$ cat src/rtl/alu_pipe.sv
// ---------------------------------------------------------------------------
// alu_pipe
//
// Pipelined Y86 Execute-stage ALU with valid/ready handshakes on both sides
// and the architectural condition-code register (ZF/SF/OF).
//
// The arithmetic and flag generation are done combinationally in front of
// stage 1; stages 2..LATENCY only carry the precomputed result, flags and
// set_cc bit towards the output. Empty stages (bubbles) collapse, so a stall
// at the output only backs up as far as the first empty stage.
//
// Parameters:
//   WIDTH    operand/result width in bits (8..64)
//   LATENCY  number of pipeline stages (1..4)
//
// Ports:
//   clk, rst          clock and synchronous active-high reset
//   flush             synchronous pipeline clear (CC register untouched)
//   in_valid/ready    input handshake; op/a/b/set_cc qualify in_valid
//   op                0=add (b+a), 1=sub (b-a), 2=and, 3=xor
//   out_valid/ready   output handshake; result/res_* qualify out_valid
//   cc_zf/sf/of       architectural condition codes
// ---------------------------------------------------------------------------
module alu_pipe #(
  parameter int WIDTH   = 64,
  parameter int LATENCY = 2
) (
  input  logic             clk,
  input  logic             rst,
  input  logic             flush,
  input  logic             in_valid,
  output logic             in_ready,
  input  logic [1:0]       op,
  input  logic [WIDTH-1:0] a,
  input  logic [WIDTH-1:0] b,
  input  logic             set_cc,
  output logic             out_valid,
  input  logic             out_ready,
  output logic [WIDTH-1:0] result,
  output logic             res_zf,
  output logic             res_sf,
  output logic             res_of,
  output logic             cc_zf,
  output logic             cc_sf,
  output logic             cc_of
);

  localparam logic [1:0] OP_ADD = 2'd0;
  localparam logic [1:0] OP_SUB = 2'd1;
  localparam logic [1:0] OP_AND = 2'd2;
  localparam int         LAST   = LATENCY - 1;

  // Combinational ALU result and flags feeding stage 1
  logic [WIDTH-1:0] alu_res;
  logic             alu_zf;
  logic             alu_sf;
  logic             alu_of;
  logic             sign_a;
  logic             sign_b;
  logic             sign_r;

  // Per-stage storage; index 0 is stage 1, index LAST is the output stage
  logic [LATENCY-1:0]            valid_q, valid_d;
  logic [LATENCY-1:0][WIDTH-1:0] data_q, data_d;
  logic [LATENCY-1:0]            zf_q, zf_d;
  logic [LATENCY-1:0]            sf_q, sf_d;
  logic [LATENCY-1:0]            of_q, of_d;
  logic [LATENCY-1:0]            setcc_q, setcc_d;

  // take[i]: stage i loads from its predecessor at the next edge
  logic [LATENCY-1:0] take;

  // Architectural condition codes
  logic cc_zf_q, cc_zf_d;
  logic cc_sf_q, cc_sf_d;
  logic cc_of_q, cc_of_d;

  logic retire;

  // Y86 operand order: sub computes rB - rA, i.e. b - a. Overflow is judged
  // from the operand signs as the subtraction sees them (b minus a).
  always_comb begin
    sign_a  = a[WIDTH-1];
    sign_b  = b[WIDTH-1];
    alu_res = '0;
    alu_of  = 1'b0;
    case (op)
      OP_ADD:  alu_res = b + a;
      OP_SUB:  alu_res = b - a;
      OP_AND:  alu_res = b & a;
      default: alu_res = b ^ a;
    endcase
    sign_r = alu_res[WIDTH-1];
    case (op)
      OP_ADD:  alu_of = (sign_a == sign_b) && (sign_r != sign_a);
      OP_SUB:  alu_of = (sign_a != sign_b) && (sign_r != sign_b);
      default: alu_of = 1'b0;
    endcase
    alu_zf = (alu_res == '0);
    alu_sf = sign_r;
  end

  // Ready chain from the output backwards: a stage can load if it is empty
  // or if whatever it holds is leaving at the same edge.
  always_comb begin
    logic chain;
    take       = '0;
    chain      = !valid_q[LAST] || out_ready;
    take[LAST] = chain;
    for (int i = LATENCY - 2; i >= 0; i--) begin
      chain   = !valid_q[i] || chain;
      take[i] = chain;
    end
  end

  // Stage shifting. A stage that takes copies its predecessor wholesale,
  // including an empty predecessor, which is how bubbles disappear. Flush
  // empties every stage and thereby drops any input transfer this cycle.
  always_comb begin
    valid_d = valid_q;
    data_d  = data_q;
    zf_d    = zf_q;
    sf_d    = sf_q;
    of_d    = of_q;
    setcc_d = setcc_q;
    if (take[0]) begin
      valid_d[0] = in_valid;
      data_d[0]  = alu_res;
      zf_d[0]    = alu_zf;
      sf_d[0]    = alu_sf;
      of_d[0]    = alu_of;
      setcc_d[0] = set_cc;
    end
    for (int i = 1; i < LATENCY; i++) begin
      if (take[i]) begin
        valid_d[i] = valid_q[i-1];
        data_d[i]  = data_q[i-1];
        zf_d[i]    = zf_q[i-1];
        sf_d[i]    = sf_q[i-1];
        of_d[i]    = of_q[i-1];
        setcc_d[i] = setcc_q[i-1];
      end
    end
    if (flush) begin
      valid_d = '0;
    end
  end

  // A retirement during a flush is not architecturally committed, so it
  // leaves the condition codes alone.
  always_comb begin
    retire  = valid_q[LAST] && out_ready;
    cc_zf_d = cc_zf_q;
    cc_sf_d = cc_sf_q;
    cc_of_d = cc_of_q;
    if (retire && setcc_q[LAST] && !flush) begin
      cc_zf_d = zf_q[LAST];
      cc_sf_d = sf_q[LAST];
      cc_of_d = of_q[LAST];
    end
  end

  // Reset clears data as well as valids so the outputs read as zero, and
  // puts the CC register in its "result was zero" state.
  always_ff @(posedge clk) begin
    if (rst) begin
      valid_q <= '0;
      data_q  <= '0;
      zf_q    <= '0;
      sf_q    <= '0;
      of_q    <= '0;
      setcc_q <= '0;
      cc_zf_q <= 1'b1;
      cc_sf_q <= 1'b0;
      cc_of_q <= 1'b0;
    end else begin
      valid_q <= valid_d;
      data_q  <= data_d;
      zf_q    <= zf_d;
      sf_q    <= sf_d;
      of_q    <= of_d;
      setcc_q <= setcc_d;
      cc_zf_q <= cc_zf_d;
      cc_sf_q <= cc_sf_d;
      cc_of_q <= cc_of_d;
    end
  end

  assign in_ready  = take[0];
  assign out_valid = valid_q[LAST];
  assign result    = data_q[LAST];
  assign res_zf    = zf_q[LAST];
  assign res_sf    = sf_q[LAST];
  assign res_of    = of_q[LAST];
  assign cc_zf     = cc_zf_q;
  assign cc_sf     = cc_sf_q;
  assign cc_of     = cc_of_q;

endmodule

$ cat config.mk
export PLATFORM = sky130hd
export DESIGN_NAME = alu_pipe
export DESIGN_NICKNAME = d
export VERILOG_FILES = /design/src/rtl/alu_pipe.sv
export SDC_FILE = /design/constraint.sdc
export NUM_CORES = 1
export LEC_CHECK = 0
export CAP_MARGIN = 5
export CORE_UTILIZATION = 50
export CTS_BUF_LIST = sky130_fd_sc_hd__clkbuf_8
export DETAILED_ROUTE_END_ITERATION = 7
export GPL_TIMING_DRIVEN = 0
export PLACE_DENSITY = 0.71
export SKIP_LAST_GASP = 1
export SLEW_MARGIN = 10
export SYNTH_ARGS = -nofsm -noshare
export SYNTH_HDL_FRONTEND = slang
export SYNTH_SLANG_ARGS = --single-unit
$ cat constraint.sdc
create_clock -name clk -period 9.68 [get_ports clk]
set_input_delay 2.904 -clock clk [delete_from_list [all_inputs] [get_ports clk]]
set_output_delay 2.904 -clock clk [all_outputs]
set_load 0.02 [all_outputs]
Word-level counts from Yosys, hierarchy flattened
Index checks and enable logic that the tools add are counted.
{"block": "totals", "reg_bits": 141, "in_bits": 136, "wordCells": 40}
{"block": "classes", "n_addsub": 2, "eq_ne": 6, "mux": 2, "bitwise": 2, "n_reduce_logical": 13}
{"cell": "case mux 64 bit (3 select lines)", "n": 1}
{"cell": "adder 64 bit", "n": 1}
{"cell": "bitwise AND 64 bit", "n": 1}
{"cell": "logical NOT 64 bit", "n": 1}
{"cell": "subtractor 64 bit", "n": 1}
{"cell": "XOR 64 bit", "n": 1}
{"cell": "logical AND 1 bit", "n": 5}
{"cell": "logical NOT 1 bit", "n": 3}
{"cell": "!= test 1 bit", "n": 3}
{"cell": "== test 2 x 1 -> 1 bit (second input constant)", "n": 1}
{"cell": "== test 2 bit (second input constant)", "n": 1}
{"cell": "logical NOT 2 bit", "n": 1}
{"cell": "logical OR 1 bit", "n": 2}
{"cell": "case mux 1 bit (2 select lines)", "n": 1}
{"cell": "OR reduction 2 bit", "n": 1}
{"cell": "== test 1 bit", "n": 1}

Depth between registers and ports, before layout
Gate-level depths: netlist of run 1.
{"block": "logic_depth", "ltp_word": 5, "ltp_mapped": 25, "depth_no_buf": 23}

Worst setup path before layout of run 1
Ideal clock, no wire load.
{"block": "synth_timing", "path_kind": "input to register", "from": "in op[0]", "to": "reg zf_q[0]", "setup_time_ns": 0.069, "arrival_time_ns": 8.046, "required_ns": 9.611, "slack_ns": 1.565, "path_stages": 23, "path_buffers": 7, "cell_sequence": "buf_2 -> buf_1 -> buf_2 -> buf_2 -> buf_2 -> buf_1 -> nand2_1 -> clkbuf_1 -> nand2_1 -> o21ai_0 -> fa_1 -> nand2b_1 -> a211oi_1 -> o21ba_1 -> a211oi_1 -> o31ai_2 -> xnor2_1 -> o211a_1 -> o2111ai_1 -> or4_1 -> nor4_1 -> nand4_1 -> o21ai_1"}
{"block": "synth_between", "elab_chain_len": 3, "word_cells_on_any_way": 5}
{"element": "start, declared", "line": "33", "text": "input logic [1:0] op,"}
{"element": "== test 2 bit, or another cell as far along", "line": "87", "text": "case (op)"}
{"element": "case mux 64 bit (3 select lines) (*)", "line": "87"}
{"element": "logical NOT 64 bit (*)", "line": "99", "text": "alu_zf = (alu_res == '0);"}
{"element": "end signal, assigned", "line": "179", "text": "zf_q <= zf_d;"}
{"element": "end, declared", "line": "65", "text": "logic [LATENCY-1:0] zf_q, zf_d;"}
Every way passes the cells marked *; elsewhere a longest branch is shown, timed or not.
A chain may end at the register's enable or synchronous reset.

Worst setup path after layout of run 1
Same ends and word-level chain as after synthesis.

==> results.md, run 1 <==
- Outcome: finished clean
- Vias: roughly 15000
- Worst path depth: 22
- Crit Path Max Fanout: 19
- Critical path arrival: 9.87 ns
- DP HPWL: 41.6 mm
- Commonest non-fill, non-tap cells in the layout: nand2_1 (281), a21oi_1 (205), clkdlybuf4s50_1 (205)
- Commonest non-fill, non-tap cell in the layout: nand2_1
- Worst path slowest cell: or4_1
- Tmin final: ~9.5 ns
- Port Buffers: just over 200
- Fmax: 105 MHz
- Synth area leader: dfxtp_1
- Peak VDD IR: around 0.11 mV
- Avg Vias per Cell: roughly 6.1
- Syn nets: 2070
- Num CTS Buffers: 17
- Routed wire per std cell: 21.3 µm
- Clock Sink Count: roughly 140
- Number of global-route vias before repair: 13512
- P_int: 1.25 mW
- Net load switching power: 0.873 mW
- Worst-path clk slew: approximately 0.080 ns
- Post-Syn Area: around 13000 µm²
- Filler Cells Inserted: 2303
- Worst reg2reg path depth: 9
- Fraction of layout cells with a size suffix above 1: 0.0750
- Hold/Removal Path Class: flip-flop to flip-flop
- Die width: approximately 160 µm
- Final setup TNS: 0 ns
- YS warnings: 0
- Post-synth EDFFs: 0
- Antenna cell count: 0
- CP required: 10.07 ns
- Routed WL: 50.5 mm
- Comb power frac: 0.469
- DRC errors left: 0
- Cell count after synthesis: approximately 1800
- Tot GR Track Use: 0.372
- Sequential share of power: 0.312
- Final Hold Viols: 0
- Die area: 26900 µm²
- Worst path bufs/invs: 6
- Unrepaired setup endpoints after global routing: no
- Die Height: roughly 160 µm
- Most used DFF post-synth: dfxtp_1
- Slew headroom: 0.271
- Layout Nets: about 2300
- Crit path max-delay family: buffers and inverters
- Worst slew pin tran: 1.09 ns
- Flops & latches, synth: ~140
- Skew-Pair Late Insertion Delay: 0.45 ns
- Post-synth ARST share: 0
- Clock power share: 0.219
- Aggregate global routing overflow: 0
- Seq/Total Area, Yosys: 0.212
- Worst Hold Path Cells: 2
- CP startpoint kind: input pin
- 1st-iter DRT viols: between 1000 and 1500
- Cell Chain, Critical Path: buf_2 > buf_2 > buf_2 > clkbuf_4 > nand2_1 > clkbuf_1 > o41ai_1 > xor2_1 > ha_1 > clkbuf_1 > nand4_1 > nor4_1 > nand2_1 > a211oi_2 > nor2_1 > xnor2_1 > o21ai_1 > nand4_1 > or4_1 > nor4_1 > nand4_1 > o21ai_1
- Final std cells w/o fill: between 2000 and 2500
- Final setup viols: 0
- CTS H-tree depth: 4
- First-pass GRT wire length: between 70 and 80 mm
- Crit end category: flip-flop
- Avg Cell Area, Syn: approximately 7.3 µm²
- Switching share of power: 0.411
- Deepest clock path buffer count: 2
- CTS tree: done
- Clk root buf: clkbuf_8
- Pwr/cell area: 133 nW/µm²
- Rows: 58
- Core Footprint: 25500 µm²
- Max-cap violation count: 0
- Largest stage delay, worst path: about 0.63 ns
- Initial Utilization: 0.516
- Clock Skew: ~0.012 ns
- Cell variety after synth: 77
- Largest net degree at the start of global routing: 20
- Power, Total: around 2.1 mW
- CP Class: input pin to flip-flop
- Dominant cells by area after synthesis: dfxtp_1 (21%), ha_1 (12%), nand2_1 (8.0%), a21oi_1 (7.8%), nor2_1 (5.4%)
- Iteration count of the initial detailed-routing pass: 8
- Slew Viols, Final: 0
- Yosys top cell area share: 0.212
- Post-placement cell count: between 2000 and 2500
- Initial antenna violation count: 0
- Placer Congestion: about 1
- Pleak: approximately 6.5 nW
- Hold-fix buffers, CTS: 0
- Area Growth Syn to Fin: 21.9%
- # IOs: 208
- Final worst path period share: 0.980
- ANT nets after route: 0
## worst paths after layout
| path | start | endpoint | slack, ns |
|---|---|---|---|
| worst max-delay path | op[0] | zf_q[0] | 0.20 |
| worst min-delay path | result[58] | result[58] | 0.45 |
| worst max register to register | valid_q[1] | data_q[46] | 7.04 |
| worst min register to register | result[58] | result[58] | 0.45 |
## per-stage QoR
stage / instance area [µm²] / util / setup WS [ns] / hold slack (ns)
3_5_place_dp: 15600 / 0.613 / -1.60 / 0.445
3_3_place_gp: 15600 / 0.613 / -1.57 / 0.439
6_report: 16000 / 0.629 / 0.197 / 0.454
5_1_grt: 16000 / 0.629 / 0.0917 / 0.470
4_1_cts: 16000 / 0.629 / 0.0399 / 0.456
2_1_floorplan: 13100 / - / 1.56 / 0.432
## what timing repair did
action,4_1_cts,5_1_grt
cloned,0,0
resized for setup,2,7
buffers inserted,0,0
setup endpoints to repair,14,1
## registers in the layout, summed over array words and instances, names as in the netlist
name / cells
cc_zf: 1
valid_q: 2
result: 64
zf_q: 2
setcc_q: 2
cc_sf: 1
data_q: 64
cc_of: 1
of_q: 2
## synth_stat cells, types with 17 or more instances
| library cell | count |
|---|---|
| mux2i_1 | 45 |
| nand4_1 | 29 |
| nand2_1 | 281 |
| o21ai_1 | 18 |
| nor2_1 | 188 |
| buf_4 | 67 |
| o21ai_0 | 84 |
| dfxtp_1 | 139 |
| nor3_1 | 50 |
| inv_1 | 22 |
| xor2_1 | 49 |
| o31ai_1 | 20 |
| nand3_1 | 17 |
| ha_1 | 128 |
| a211oi_1 | 53 |
| a21o_1 | 21 |
| xnor2_1 | 65 |
| mux2_2 | 21 |
| a31oi_1 | 20 |
| a21oi_1 | 205 |
| clkbuf_1 | 74 |
## worst reg2reg max path, cell delays in order (launching register included)
cell,delay [ns]
dfxtp_1,0.35
nor2b_1,0.14
clkbuf_1,0.18
and2_1,0.19
clkbuf_1,0.23
inv_2,0.15
clkbuf_1,0.41
buf_1,0.53
nand3_1,0.20
a21oi_1,0.19
## area by class of cell
class	instances	area, µm²	share of cell area
clock inverters	15	166	0.0104
repair buffers	205	2050	0.128
clock buffers	17	234	0.0146
flip-flops and latches	139	2780	0.174
inverters	23	86.3	0.00539
well taps	330	413	0.0258
multi-input cells	1479	9410	0.587
plain buffers	161	881	0.0550
## logic make-up after synthesis
logic type	Yosys count	synth area share
buf+inv	187	0.0741
fa+ha+maj	129	0.123
mux	66	0.0523
compound gates	506	0.235
flops	139	0.212
xor+xnor	115	0.0772
simple gates	663	0.226
## power groups by stage
stage          Sequential [mW]  Combinational [mW]  Clock [mW]
2_1_floorplan            0.664               0.614           0
3_3_place_gp             0.673               0.947           0
3_5_place_dp             0.675               0.952           0
4_1_cts                  0.662               0.959       0.464
5_1_grt                  0.669                1.07       0.491
6_report                 0.663               0.996       0.466
## routing by layer
| metal | vias up | global-route usage | wire length (µm) |
|---|---|---|---|
| li1 | 6888 | - | - |
| met1 | 6785 | 0.529 | 22400 |
| met2 | 790 | 0.556 | 21200 |
| met3 | 97 | 0.0715 | 5460 |
| met4 | 0 | 0.122 | 1410 |
| met5 | - | 0 | 0 |
(Power assumes the default switching activity.)
==> run 2: changes to the inputs <==
--- a/config.mk
+++ b/config.mk
@@ -6,12 +6,11 @@
 export NUM_CORES = 1
 export LEC_CHECK = 0
 export CAP_MARGIN = 5
-export CORE_UTILIZATION = 50
+export CORE_UTILIZATION = 35
 export CTS_BUF_LIST = sky130_fd_sc_hd__clkbuf_8
 export DETAILED_ROUTE_END_ITERATION = 7
 export GPL_TIMING_DRIVEN = 0
-export PLACE_DENSITY = 0.71
-export SKIP_LAST_GASP = 1
+export PLACE_DENSITY = 0.52
 export SLEW_MARGIN = 10
 export SYNTH_ARGS = -nofsm -noshare
 export SYNTH_HDL_FRONTEND = slang
==> run 2 against run 1 <==
Against the previous run:
- non-clock buffer count did not move
- critical path depth fell by 3
- count of clock-buffer cells in the layout rose by 3
- routed wire length rose by 7.1%
- register-to-register slack got worse by 0.09 ns
- cell area rose by 1.1%
- via count fell by 3.2%
==> results.md, run 2 (synthesis results as in run 1) <==
- Outcome: finished clean
- Pwr/cell area: 132 nW/µm²
- Antenna cell count: 0
- Global route hottest layer: met2
- Vias: between 10000 and 15000
- Slew headroom: 0.207
- Tot GR Track Use: 0.277
- Clock Sink Count: 139
- Die area: 38300 µm²
- Area Growth Syn to Fin: 23.3%
- Final instance area: between 15000 and 20000 µm²
- Worst slew pin tran: about 1.2 ns
- Cell Chain, Critical Path: buf_2 > inv_1 > nor2_1 > clkbuf_1 > nor2_1 > xnor2_1 > ha_1 > o211ai_1 > a21oi_1 > o21ai_1 > o21bai_1 > xor2_1 > o21ai_0 > o211a_1 > o2111ai_1 > or4_1 > nor4_1 > nand4_1 > o21ai_1
- Final Hold Viols: 0
- Clock Skew: ~0.015 ns
- # IOs: ~210
- Initial antenna violation count: 1
- Filler Cells Inserted: between 3000 and 4000
- Unrepaired setup endpoints after global routing: no
- Fraction of layout cells with a size suffix above 1: 0.0750
- Num CTS Buffers: 17
- Hold-fix buffers, CTS: 0
- Tmin final: 9.48 ns
- Final worst path period share: 0.979
- CTS tree: done
- Number of global-route vias before repair: ~13000
- Place WS: -1.82 ns
- Deepest clock path buffer count: 2
- Fmax: 106 MHz
- Commonest non-fill, non-tap cell in the layout: nand2_1
- CP Class: input pin to flip-flop
- Routed WL: between 50 and 60 mm
- Grt met1 use: 0.415
- ANT nets after route: 0
- DRC errors left: 0
- Crit end category: flip-flop
- Routed wire per std cell: approximately 22 µm
- Crit Path Max Fanout: 18
- Cell Area, Placed: 15800 µm²
- Largest stage delay, worst path: between 0.9 and 1 ns
- Layout Nets: around 2300
- Core Util, Final: 0.441
- Iteration count of the initial detailed-routing pass: 5
- Final setup TNS: 0 ns
- Worst-path clk slew: 0.08 ns
- Final setup viols: 0
- Grt met3 use: 0.0253
- Final worst slack: 0.204 ns
- Die Height: 196 µm
- Core Footprint: between 30000 and 40000 µm²
- Commonest non-fill, non-tap cells in the layout: nand2_1 (281), a21oi_1 (205), clkdlybuf4s50_1 (205)
- Met2 Use GR: 0.424
- CP startpoint kind: input pin
- Setup bufs post-CTS: 0
- Placer Congestion: approximately 0.94
- Post-CTS sizing: 4
- Critical path arrival: about 10 ns
- DP HPWL: 45.6 mm
- Worst path slowest cell: nor2_1
- Avg Vias per Cell: 5.62
- First-pass GRT wire length: about 80 mm
- Aggregate global routing overflow: 0
- Max-cap violation count: 0
- Port Buffers: a little over 200
- Power, Total: approximately 2.1 mW
- Largest net degree at the start of global routing: 20
- Initial Utilization: 0.357
- Skew-Pair Late Insertion Delay: around 0.45 ns
- Die width: between 150 and 200 µm
- Peak VDD IR: 0.0846 mV
- Crit path max-delay family: compound AO/OA/AOI/OAI gates
- Pleak: between 6 and 7 nW
- Slew Viols, Final: 0
- 1st-iter DRT viols: approximately 1200
- Worst path bufs/invs: 3
- CP required: slightly above 10 ns
- Clk root buf: clkbuf_8
- Rows: 70
- Hold/Removal Path Class: flip-flop to flip-flop
- CTS H-tree depth: 4
-- run 2: area by class of cell --
| class | count | area, µm² | share of cell area |
|---|---|---|---|
| clock buffers | 20 | 275 | 0.0170 |
| clock inverters | 12 | 138 | 0.00849 |
| repair buffers | 205 | 2050 | 0.127 |
| inverters | 23 | 86.3 | 0.00533 |
| flip-flops and latches | 139 | 2780 | 0.172 |
| well taps | 468 | 586 | 0.0361 |
| plain buffers | 161 | 881 | 0.0543 |
| multi-input cells | 1479 | 9410 | 0.580 |
-- run 2: final timing paths --
path,start,depth (start not counted),to,slack [ns]
max,op[0],19,zf_q[0],0.20
min,result[3],2,result[3],0.45
max reg2reg,valid_q[1],9,data_q[46],6.95
min reg2reg,result[3],2,result[3],0.45
-- run 2: power breakdown --
part / switching (mW) / leakage, nW / internal (mW)
combinational: 0.606 / 5.20 / 0.391
sequential: 0.0352 / 1.15 / 0.629
clock: 0.229 / 0.194 / 0.252
total: 0.870 / 6.54 / 1.27
-- run 2: worst min-delay path: cells and delay by family (launching register included) --
kind               cells  cell delay (ns)
DFF                    1             0.31
and+or+nand+nor        1             0.05
AOI/OAI and AO/OA      1             0.05
-- run 2: per-stage QoR --
step / std cells / hold WS [ns]
finish: 2507 / 0.452
global route: 2507 / 0.467
CTS: 2507 / 0.457
detailed placement: 2478 / 0.445
global placement: 2478 / 0.441
floorplan: 1805 / 0.432
-- run 2: layer usage --
metal / vias up / routed length (µm)
li1: 6881 / -
met1: 6648 / 26700
met2: 517 / 23000
met3: 50 / 3350
met4: 2 / 937
met5: - / 12
